===== src/rtl/io_slave_mux.sv =====
// I/O page decoder between the bridge master bus and NDEV devices.
// Registers a shared request bus, returns the selected device's ack/data, and error-acks unmapped or silent devices.
module io_slave_mux #(
  parameter int          NDEV     = 8,
  parameter int          TIMEOUT  = 255,
  parameter logic [63:0] ERR_DATA = 64'hDEADDEADDEADDEAD
) (
  input  logic                 clk_i,
  input  logic                 rst_i,
  input  logic                 s_cyc_i,
  input  logic                 s_stb_i,
  output logic                 s_ack_o,
  output logic                 s_err_o,
  input  logic                 s_we_i,
  input  logic [7:0]           s_sel_i,
  input  logic [31:0]          s_adr_i,
  input  logic [63:0]          s_dat_i,
  output logic [63:0]          s_dat_o,
  output logic [NDEV-1:0]      d_cyc_o,
  output logic [NDEV-1:0]      d_stb_o,
  input  logic [NDEV-1:0]      d_ack_i,
  input  logic [64*NDEV-1:0]   d_dat_i,
  output logic                 d_we_o,
  output logic [7:0]           d_sel_o,
  output logic [31:0]          d_adr_o,
  output logic [63:0]          d_dat_o
);

  typedef enum logic [1:0] {IDLE, ACCESS, ERR, RESP} state_t;

  localparam logic [15:0] TO_LAST = 16'(TIMEOUT - 1);

  state_t            state_reg, state_next;
  logic [15:0]       cnt_reg, cnt_next;
  logic [3:0]        idx_reg, idx_next;
  logic              s_ack_reg, s_ack_next;
  logic              s_err_reg, s_err_next;
  logic [63:0]       s_dat_reg, s_dat_next;
  logic [NDEV-1:0]   d_cyc_reg, d_cyc_next;
  logic              d_we_reg, d_we_next;
  logic [7:0]        d_sel_reg, d_sel_next;
  logic [31:0]       d_adr_reg, d_adr_next;
  logic [63:0]       d_dat_reg, d_dat_next;

  logic [NDEV-1:0]   page_dec;
  logic [NDEV-1:0]   idx_match;
  logic [63:0]       dat_or [NDEV+1];
  logic              mapped;
  logic              sel_ack;

  // A page with no matching decode bit is beyond NDEV, so the OR doubles as the range check.
  assign dat_or[0] = 64'd0;
  generate
    for (genvar gi = 0; gi < NDEV; gi++) begin : g_dev
      assign page_dec[gi]  = (s_adr_i[19:16] == 4'(gi));
      assign idx_match[gi] = (idx_reg == 4'(gi));
      assign dat_or[gi+1]  = dat_or[gi] | (idx_match[gi] ? d_dat_i[64*gi +: 64] : 64'd0);
    end
  endgenerate

  assign mapped  = (s_adr_i[31:20] == 12'hFFD) && (|page_dec);
  assign sel_ack = |(d_ack_i & idx_match);

  always_ff @(posedge clk_i) begin
    if (rst_i) begin
      state_reg <= IDLE;
      cnt_reg   <= '0;
      idx_reg   <= '0;
      s_ack_reg <= 1'b0;
      s_err_reg <= 1'b0;
      s_dat_reg <= '0;
      d_cyc_reg <= '0;
      d_we_reg  <= 1'b0;
      d_sel_reg <= '0;
      d_adr_reg <= '0;
      d_dat_reg <= '0;
    end else begin
      state_reg <= state_next;
      cnt_reg   <= cnt_next;
      idx_reg   <= idx_next;
      s_ack_reg <= s_ack_next;
      s_err_reg <= s_err_next;
      s_dat_reg <= s_dat_next;
      d_cyc_reg <= d_cyc_next;
      d_we_reg  <= d_we_next;
      d_sel_reg <= d_sel_next;
      d_adr_reg <= d_adr_next;
      d_dat_reg <= d_dat_next;
    end
  end

  always_comb begin
    state_next = state_reg;
    cnt_next   = cnt_reg;
    idx_next   = idx_reg;
    s_ack_next = s_ack_reg;
    s_err_next = s_err_reg;
    s_dat_next = s_dat_reg;
    d_cyc_next = d_cyc_reg;
    d_we_next  = d_we_reg;
    d_sel_next = d_sel_reg;
    d_adr_next = d_adr_reg;
    d_dat_next = d_dat_reg;
    case (state_reg)
      IDLE: begin
        if (s_cyc_i && s_stb_i && !s_ack_reg) begin
          d_adr_next = s_adr_i;
          d_we_next  = s_we_i;
          d_sel_next = s_sel_i;
          d_dat_next = s_dat_i;
          idx_next   = s_adr_i[19:16];
          if (mapped) begin
            d_cyc_next = page_dec;
            cnt_next   = '0;
            state_next = ACCESS;
          end else begin
            state_next = ERR;
          end
        end
      end
      ACCESS: begin
        if (sel_ack) begin
          s_dat_next = dat_or[NDEV];
          s_ack_next = 1'b1;
          s_err_next = 1'b0;
          d_cyc_next = '0;
          d_we_next  = 1'b0;
          state_next = RESP;
        end else if (!s_cyc_i) begin
          d_cyc_next = '0;
          d_we_next  = 1'b0;
          state_next = IDLE;
        end else if (cnt_reg == TO_LAST) begin
          d_cyc_next = '0;
          s_ack_next = 1'b1;
          s_err_next = 1'b1;
          s_dat_next = ERR_DATA;
          state_next = RESP;
        end else if (cnt_reg != 16'hFFFF) begin
          cnt_next = cnt_reg + 16'd1;
        end
      end
      ERR: begin
        s_ack_next = 1'b1;
        s_err_next = 1'b1;
        s_dat_next = ERR_DATA;
        state_next = RESP;
      end
      RESP: begin
        // Read data is left in place after the ack drops.
        if (!s_stb_i || !s_cyc_i) begin
          s_ack_next = 1'b0;
          s_err_next = 1'b0;
          state_next = IDLE;
        end
      end
      default: state_next = IDLE;
    endcase
  end

  assign s_ack_o = s_ack_reg;
  assign s_err_o = s_err_reg;
  assign s_dat_o = s_dat_reg;
  assign d_cyc_o = d_cyc_reg;
  assign d_stb_o = d_cyc_reg;
  assign d_we_o  = d_we_reg;
  assign d_sel_o = d_sel_reg;
  assign d_adr_o = d_adr_reg;
  assign d_dat_o = d_dat_reg;

endmodule


===== config.mk =====
export PLATFORM = sky130hd
export DESIGN_NAME = io_slave_mux
export DESIGN_NICKNAME = d
export VERILOG_FILES = /design/src/rtl/io_slave_mux.sv
export SDC_FILE = /design/constraint.sdc
export NUM_CORES = 1
export LEC_CHECK = 0
export BUFFER_PORTS_ARGS = -buffer_cell sky130_fd_sc_hd__buf_2
export CAP_MARGIN = 20
export CORE_AREA = 2 2 313 315
export DETAILED_ROUTE_END_ITERATION = 6
export DIE_AREA = 0 0 315 317
export HOLD_SLACK_MARGIN = 0.08
export PLACE_DENSITY = 0.38
export SYNTH_ARGS = -nofsm -noshare
export SYNTH_HDL_FRONTEND = slang
export SYNTH_SLANG_ARGS = --single-unit

===== constraint.sdc =====
create_clock -name clk_i -period 3 [get_ports clk_i]
set_clock_uncertainty 0.2 [all_clocks]
set_input_delay 0.6 -clock clk_i [delete_from_list [all_inputs] [get_ports clk_i]]
set_output_delay 0.6 -clock clk_i [all_outputs]
set_load 0.005 [all_outputs]

==> out/results.ini, run 1 <==
[timing]
setup_viol=0
relSlewSlack=0.275
fmax_ghz=0.345
worst_pin_slew_ns=1.09
whs_ns=0.120
fin_crit_sh=0.966
hold_violations=0
worst_slack_ns=0.102
rsz0062_at_grt=true
slew_viol_final=0
layout_min_cycle_time_ns=2.90

[clocking]
cts_root_buf=clkbuf_16
insertion_delay_ns=0.52
cts.clk_slew.worst_paths_ns=0.09
tritoncts.num_buffers=17
cts_tree=yes
ctsHtreeMaxLevel=4
clkSinkCount=197
clockBufferDepth=2

[synth]
yosys_warnings=0
synth-seq-cells=197
synthFlopType=dfxtp_1
ys_seq_area_frac=0.368
syn_area_per_cell_sq_um=8.07
synth_edf_count=0
synthArstFlopShare=0
synth_area_sq_um=10700
synth_top_cell_by_area=dfxtp_1
synth_top_cell_area_share=0.368
syn_nets=1961
synth.top_cells.by_area=dfxtp_1, nand2_1, a21oi_1
ys_types=67
syn_inst=1330

[routing]
drc_errors=0
drt-wirelength-per-cell_microns=26.1
wl_microns=91400
drt_pre_antenna_iters=6
drtAntennaViolNets=0
viasPerCell=4.20
drt_iter0_markers=986
vias=14700

[pwr]
ir_worst_vdd_mv=0.481
cellPowerDensity_nw_per_um2=461
p_leak_uw=0.00788

[finish]
nFillCells=11000
nets=2836
drive_above_1_share=0.458
area_delta_synth_final_pct=71.7

[die]
fp-row-count=114
dieWidth_microns=315
start_util=0.111
core_area_sq_um=96300
ios=816
dieArea_sq_um=99900
die-height_microns=317

[setup_path]
path_delay_family=compound AO/OA/AOI/OAI gates
path_cells=buf_12 -> or2_4 -> nor3_4 -> buf_4 -> buf_4 -> a222oi_1 -> o21ai_0 -> o21ai_0 -> a21oi_1
worst_setup_path_start_kind=flip-flop
r2r_start=d_adr_o[19]
cpMaxStageDelayCell=a222oi_1
cp-startpoint=d_adr_o[19]
slowest_delay_ns=0.73
crit_end=s_dat_o[6]
cp.depth=9
timing.rr.end=s_dat_o[6]
worst_setup_path_end_kind=flip-flop
rr_worst_depth=9
worst-path-buf-inv=3
arrival_ns=3.08
ff2ff_setup_slack_ns=0.10
path_class=flip-flop to flip-flop
worstPathRequired_ns=3.19
path_max_fanout=10

[place]
portBuffers=815
dpl_worst_slack_ns=-0.497
post-dp-hpwl_microns=73100
gp_congestion=0.905

[global_routing]
grt_max_degree=97
track_usage=0.170
grt_pass1_wl_microns=117000
antenna_found_initial=46
grt.overflow.total=0
grt_pass1_vias=14700

[min_path]
whs_path_depth=3
hold_path_class=primary input to flip-flop

[outcome]
outcome=finished clean

[flow_run]
drv_cap=0

==> power breakdown <==
part	switching (uW)	internal (uW)	total, uW
clock	1320	1250	2570
sequential	174	2880	3050
combinational	1650	1230	2880
total	3140	5360	8500
==> worst min-delay path, cell delays in order <==
cell and delay [ns]:
buf_2 0.10, nand2_1 0.05, a21oi_1 0.05
==> metal layers <==
metal / share of wire / track usage
met2: 0.48 / 0.286
met3: 0.11 / 0.0773
met4: 0.034 / 0.0646
met1: 0.38 / 0.188
met5: 0.0033 / 0
==> cells by family (layout without fill, tap and decap cells) <==
| kind of cell | count (synthesis) | after routing | share of synthesized area |
|---|---|---|---|
| other cells | 0 | 7 | 0 |
| flops | 197 | 197 | 0.368 |
| simple gates | 411 | 412 | 0.175 |
| xor+xnor | 2 | 2 | 0.00163 |
| fa+ha+maj | 2 | 2 | 0.00233 |
| mux | 63 | 63 | 0.0640 |
| compound gates | 507 | 507 | 0.331 |
| buf+inv | 148 | 1035 | 0.0590 |
==> cell type report <==
class                   instances  area (sq um)  share of cell area
multi-input cells             986          6290               0.342
inverters                      13          48.8             0.00265
flip-flops and latches        197          3960               0.215
clock buffers                  21           470              0.0255
well taps                    1276          1600              0.0867
clock inverters                11           129             0.00700
diodes                          7          17.5            0.000951
repair buffers                990          5910               0.321
==> how the worst min path moves through the flow <==
stage	start	to	slack (ns)
floorplan	d_adr_o[0]	d_adr_o[0]	0.25
global placement	d_dat_o[23]	d_dat_o[23]	0.24
detailed placement	d_dat_o[53]	d_dat_o[53]	0.24
CTS	s_dat_i[62]	d_dat_o[62]	0.08
global route	s_dat_i[38]	d_dat_o[38]	0.09
finish	s_dat_i[38]	d_dat_o[38]	0.12
==> stage by stage <==
step	utilization	instance area [sq um]	TNS, ns	power (uW)	cells
2_1_floorplan	-	10700	0	4160	1330
3_3_place_gp	0.176	16900	-12.43	5880	3384
3_5_place_dp	0.176	16900	-12.65	5870	3384
4_1_cts	0.189	18200	-0.117	8610	3480
5_1_grt	0.191	18400	-0.0253	8950	3500
6_report	0.191	18400	0	8500	3501
==> timing repair <==
item | CTS | global route
endpoints found under the setup margin | 34 | 72
hold buffers | 61 | 0
gates resized for setup | 8 | 11
hold endpoints to repair | 61 | 0
setup buffers | 2 | 11
pin swaps | 5 | 2
gates cloned | 1 | 4
==> Yosys cell counts, types with 3 or more instances <==
cell type  count
nand2b_1       7
a22o_1        41
nand3_1       18
o221ai_1       3
a221oi_2       5
a22oi_1       68
nor4_1         5
a222oi_1      35
o211ai_1       3
nor3_1         7
o2bb2ai_1      6
nand3b_1       3
buf_4         10
mux2i_1       45
o21a_1        39
a32oi_1        5
buf_1         13
mux2_2        15
a21oi_1      134
o21ai_0       58
o22a_1         3
nand2_1      261
dfxtp_1      197
a31oi_1       38
a221oi_1      40
clkbuf_1      85
nand4_1        4
nor2_1        42
buf_2         25
nor2b_1       10
or2_2          4
a32o_1         4
and2_1         4
or3_1         14
mux4_2         3
nand4b_1      14
nor3b_1        3
o32ai_1        3
a41oi_1        4
o22ai_1        7
inv_1         13
==> placed cells by master (no fill, tap or decap), types with 13 or more instances in the layout <==
cell / count
nand3_1: 18
o21a_1: 39
mux2i_1: 45
nand4b_1: 14
buf_12: 21
a22o_1: 41
clkbuf_16: 21
a221oi_1: 40
o21ai_0: 57
buf_4: 88
a31oi_1: 38
inv_1: 13
or3_1: 14
dlygate4sd3_1: 61
nand2_1: 259
dfxtp_1: 193
a21oi_1: 134
a222oi_1: 35
buf_2: 814
a22oi_1: 68
nor2_1: 38
mux2_2: 15
(Power assumes the default switching activity.)
==> inputs of run 2 (changes only) <==
Settings changed: CORE_AREA 2 2 313 315 to 2 2 317 319, DIE_AREA 0 0 315 317 to 0 0 319 321, PLACE_DENSITY 0.38 to 0.37.
Clock period 3 ns to 3.7 ns, I/O delays scaled along.
==> run 2 against run 1 <==
The run now ends with design-rule violations left. Flip-flop and latch count is the same. Largest cell class unchanged. Clock power down 16%. Critical path type unchanged. Count of clock-buffer cells in the layout is 2 lower. Critical endpoint is now s_dat_o[4]. Sequential share of layout area up 1.5 points.
==> out/results.ini, run 2 (same netlist as run 1, synthesis figures left out) <==
[clocking]
clkSinkCount=197
tritoncts.num_buffers=17
cts_root_buf=clkbuf_16
clockBufferDepth=2
cts.clk_slew.worst_paths_ns=0.09
insertion_delay_ns=0.51
cts_setup_buffers=0
cts_tree=yes
postCtsHoldBufs=0
cts-resized-gates=0
ctsHtreeMaxLevel=4

[finish]
area_delta_synth_final_pct=60.6
nFillCells=11500
layout_common_cells=buf_2, nand2_1, dfxtp_1
design_area_sq_um=17200
final_common_cell=buf_2
drive_above_1_share=0.457
nets=2723

[global_routing]
track_usage=0.174
grt.overflow.total=0
grt_pass1_wl_microns=121000
grt_max_degree=100
antenna_found_initial=79
grt_pass1_vias=14200

[place]
placed_area_sq_um=16500
post-dp-hpwl_microns=76600
gp_congestion=0.850
portBuffers=815

[timing]
finalSetupTns_ns=0
fmax_ghz=0.294
hold_violations=0
setup_viol=0
relSlewSlack=0.169
fin_crit_sh=0.919
slew_viol_final=0
whs_ns=0.251
worst_pin_slew_ns=1.25
rsz0062_at_grt=false
layout_min_cycle_time_ns=3.40

[pwr]
cellPowerDensity_nw_per_um2=392
p_leak_uw=0.00729
ir_worst_vdd_mv=0.367

[setup_path]
worst-path-buf-inv=2
path_max_fanout=30
path_delay_family=compound AO/OA/AOI/OAI gates
worst_setup_path_start_kind=flip-flop
worstPathRequired_ns=3.89
cpMostUsedCell=buf_4
arrival_ns=3.59
worst_setup_path_end_kind=flip-flop
path_class=flip-flop to flip-flop
path_cells=buf_4 -> nand2b_1 -> nor2_4 -> buf_4 -> a222oi_1 -> nand3_1 -> nand2_1 -> o21ai_0
slowest_delay_ns=1.12
cpMaxStageDelayCell=a222oi_1

[die]
ios=816
dieWidth_microns=319
fp-row-count=116
core_area_sq_um=99300
start_util=0.108
die-height_microns=321
dieArea_sq_um=102000

[routing]
vias=14300
drtAntennaViolNets=0
drt_iter0_markers=968
viasPerCell=4.18
wl_microns=92700
drt_pre_antenna_iters=7
drc_errors=1
drt-wirelength-per-cell_microns=27.0

[outcome]
outcome=finished, violations left
violations=design-rule violations

[flow_run]
drv_cap=0

[min_path]
hold_path_class=primary input to flip-flop

[run 2: final cells by class]
cell class	count	area [sq um]	share of cell area
tap	1298	1620	0.0943
sequential	197	3950	0.230
multi-input combinational	985	6260	0.363
clock buffer	19	453	0.0263
antenna	25	62.6	0.00363
clock inverter	12	163	0.00944
timing repair buffer	878	4660	0.271
inverter	13	48.8	0.00283
[run 2: worst register-to-register path, cell delays in order, from the launching register on]
cell and delay (ns):
dfxtp_2 0.40, buf_4 0.44, nand2b_1 0.43, nor2_4 0.05
buf_4 0.26, a222oi_1 1.15, nand3_1 0.18, nand2_1 0.11
o21ai_0 0.07
[run 2: routing by layer]
layer  track usage  wire, microns  up-vias
met1         0.201          36800     6787
met3        0.0771           9600      144
met5             0            327        -
met4        0.0628           2450       50
met2         0.284          43500      801
li1              -              -     6541
[run 2: final timing paths]
| kind | slack (ns) | from | depth (start not counted) | end |
|---|---|---|---|---|
| worst max-delay path | 0.30 | d_adr_o[19] | 8 | s_dat_o[4] |
| worst max register to register | 0.30 | d_adr_o[19] | 8 | s_dat_o[4] |
| worst min register to register | 0.25 | d_adr_o[14] | 2 | d_adr_o[14] |
| worst min-delay path | 0.25 | s_dat_i[55] | 3 | d_dat_o[55] |
[run 2: where the power goes]
part,internal [uW],total [uW],switching [uW]
registers,2330,2470,136
clock network,1060,2150,1090
logic,849,2130,1280
[run 2: per-stage QoR]
step	std cells	power, uW	util	setup WS, ns
final	3427	6750	0.174	0.301
after global placement	3371	4700	0.167	0.117
after global routing	3416	7110	0.173	0.115
after floorplan	1330	3370	-	1.12
after CTS	3402	6920	0.173	0.0954
after detailed placement	3371	4690	0.167	0.0986
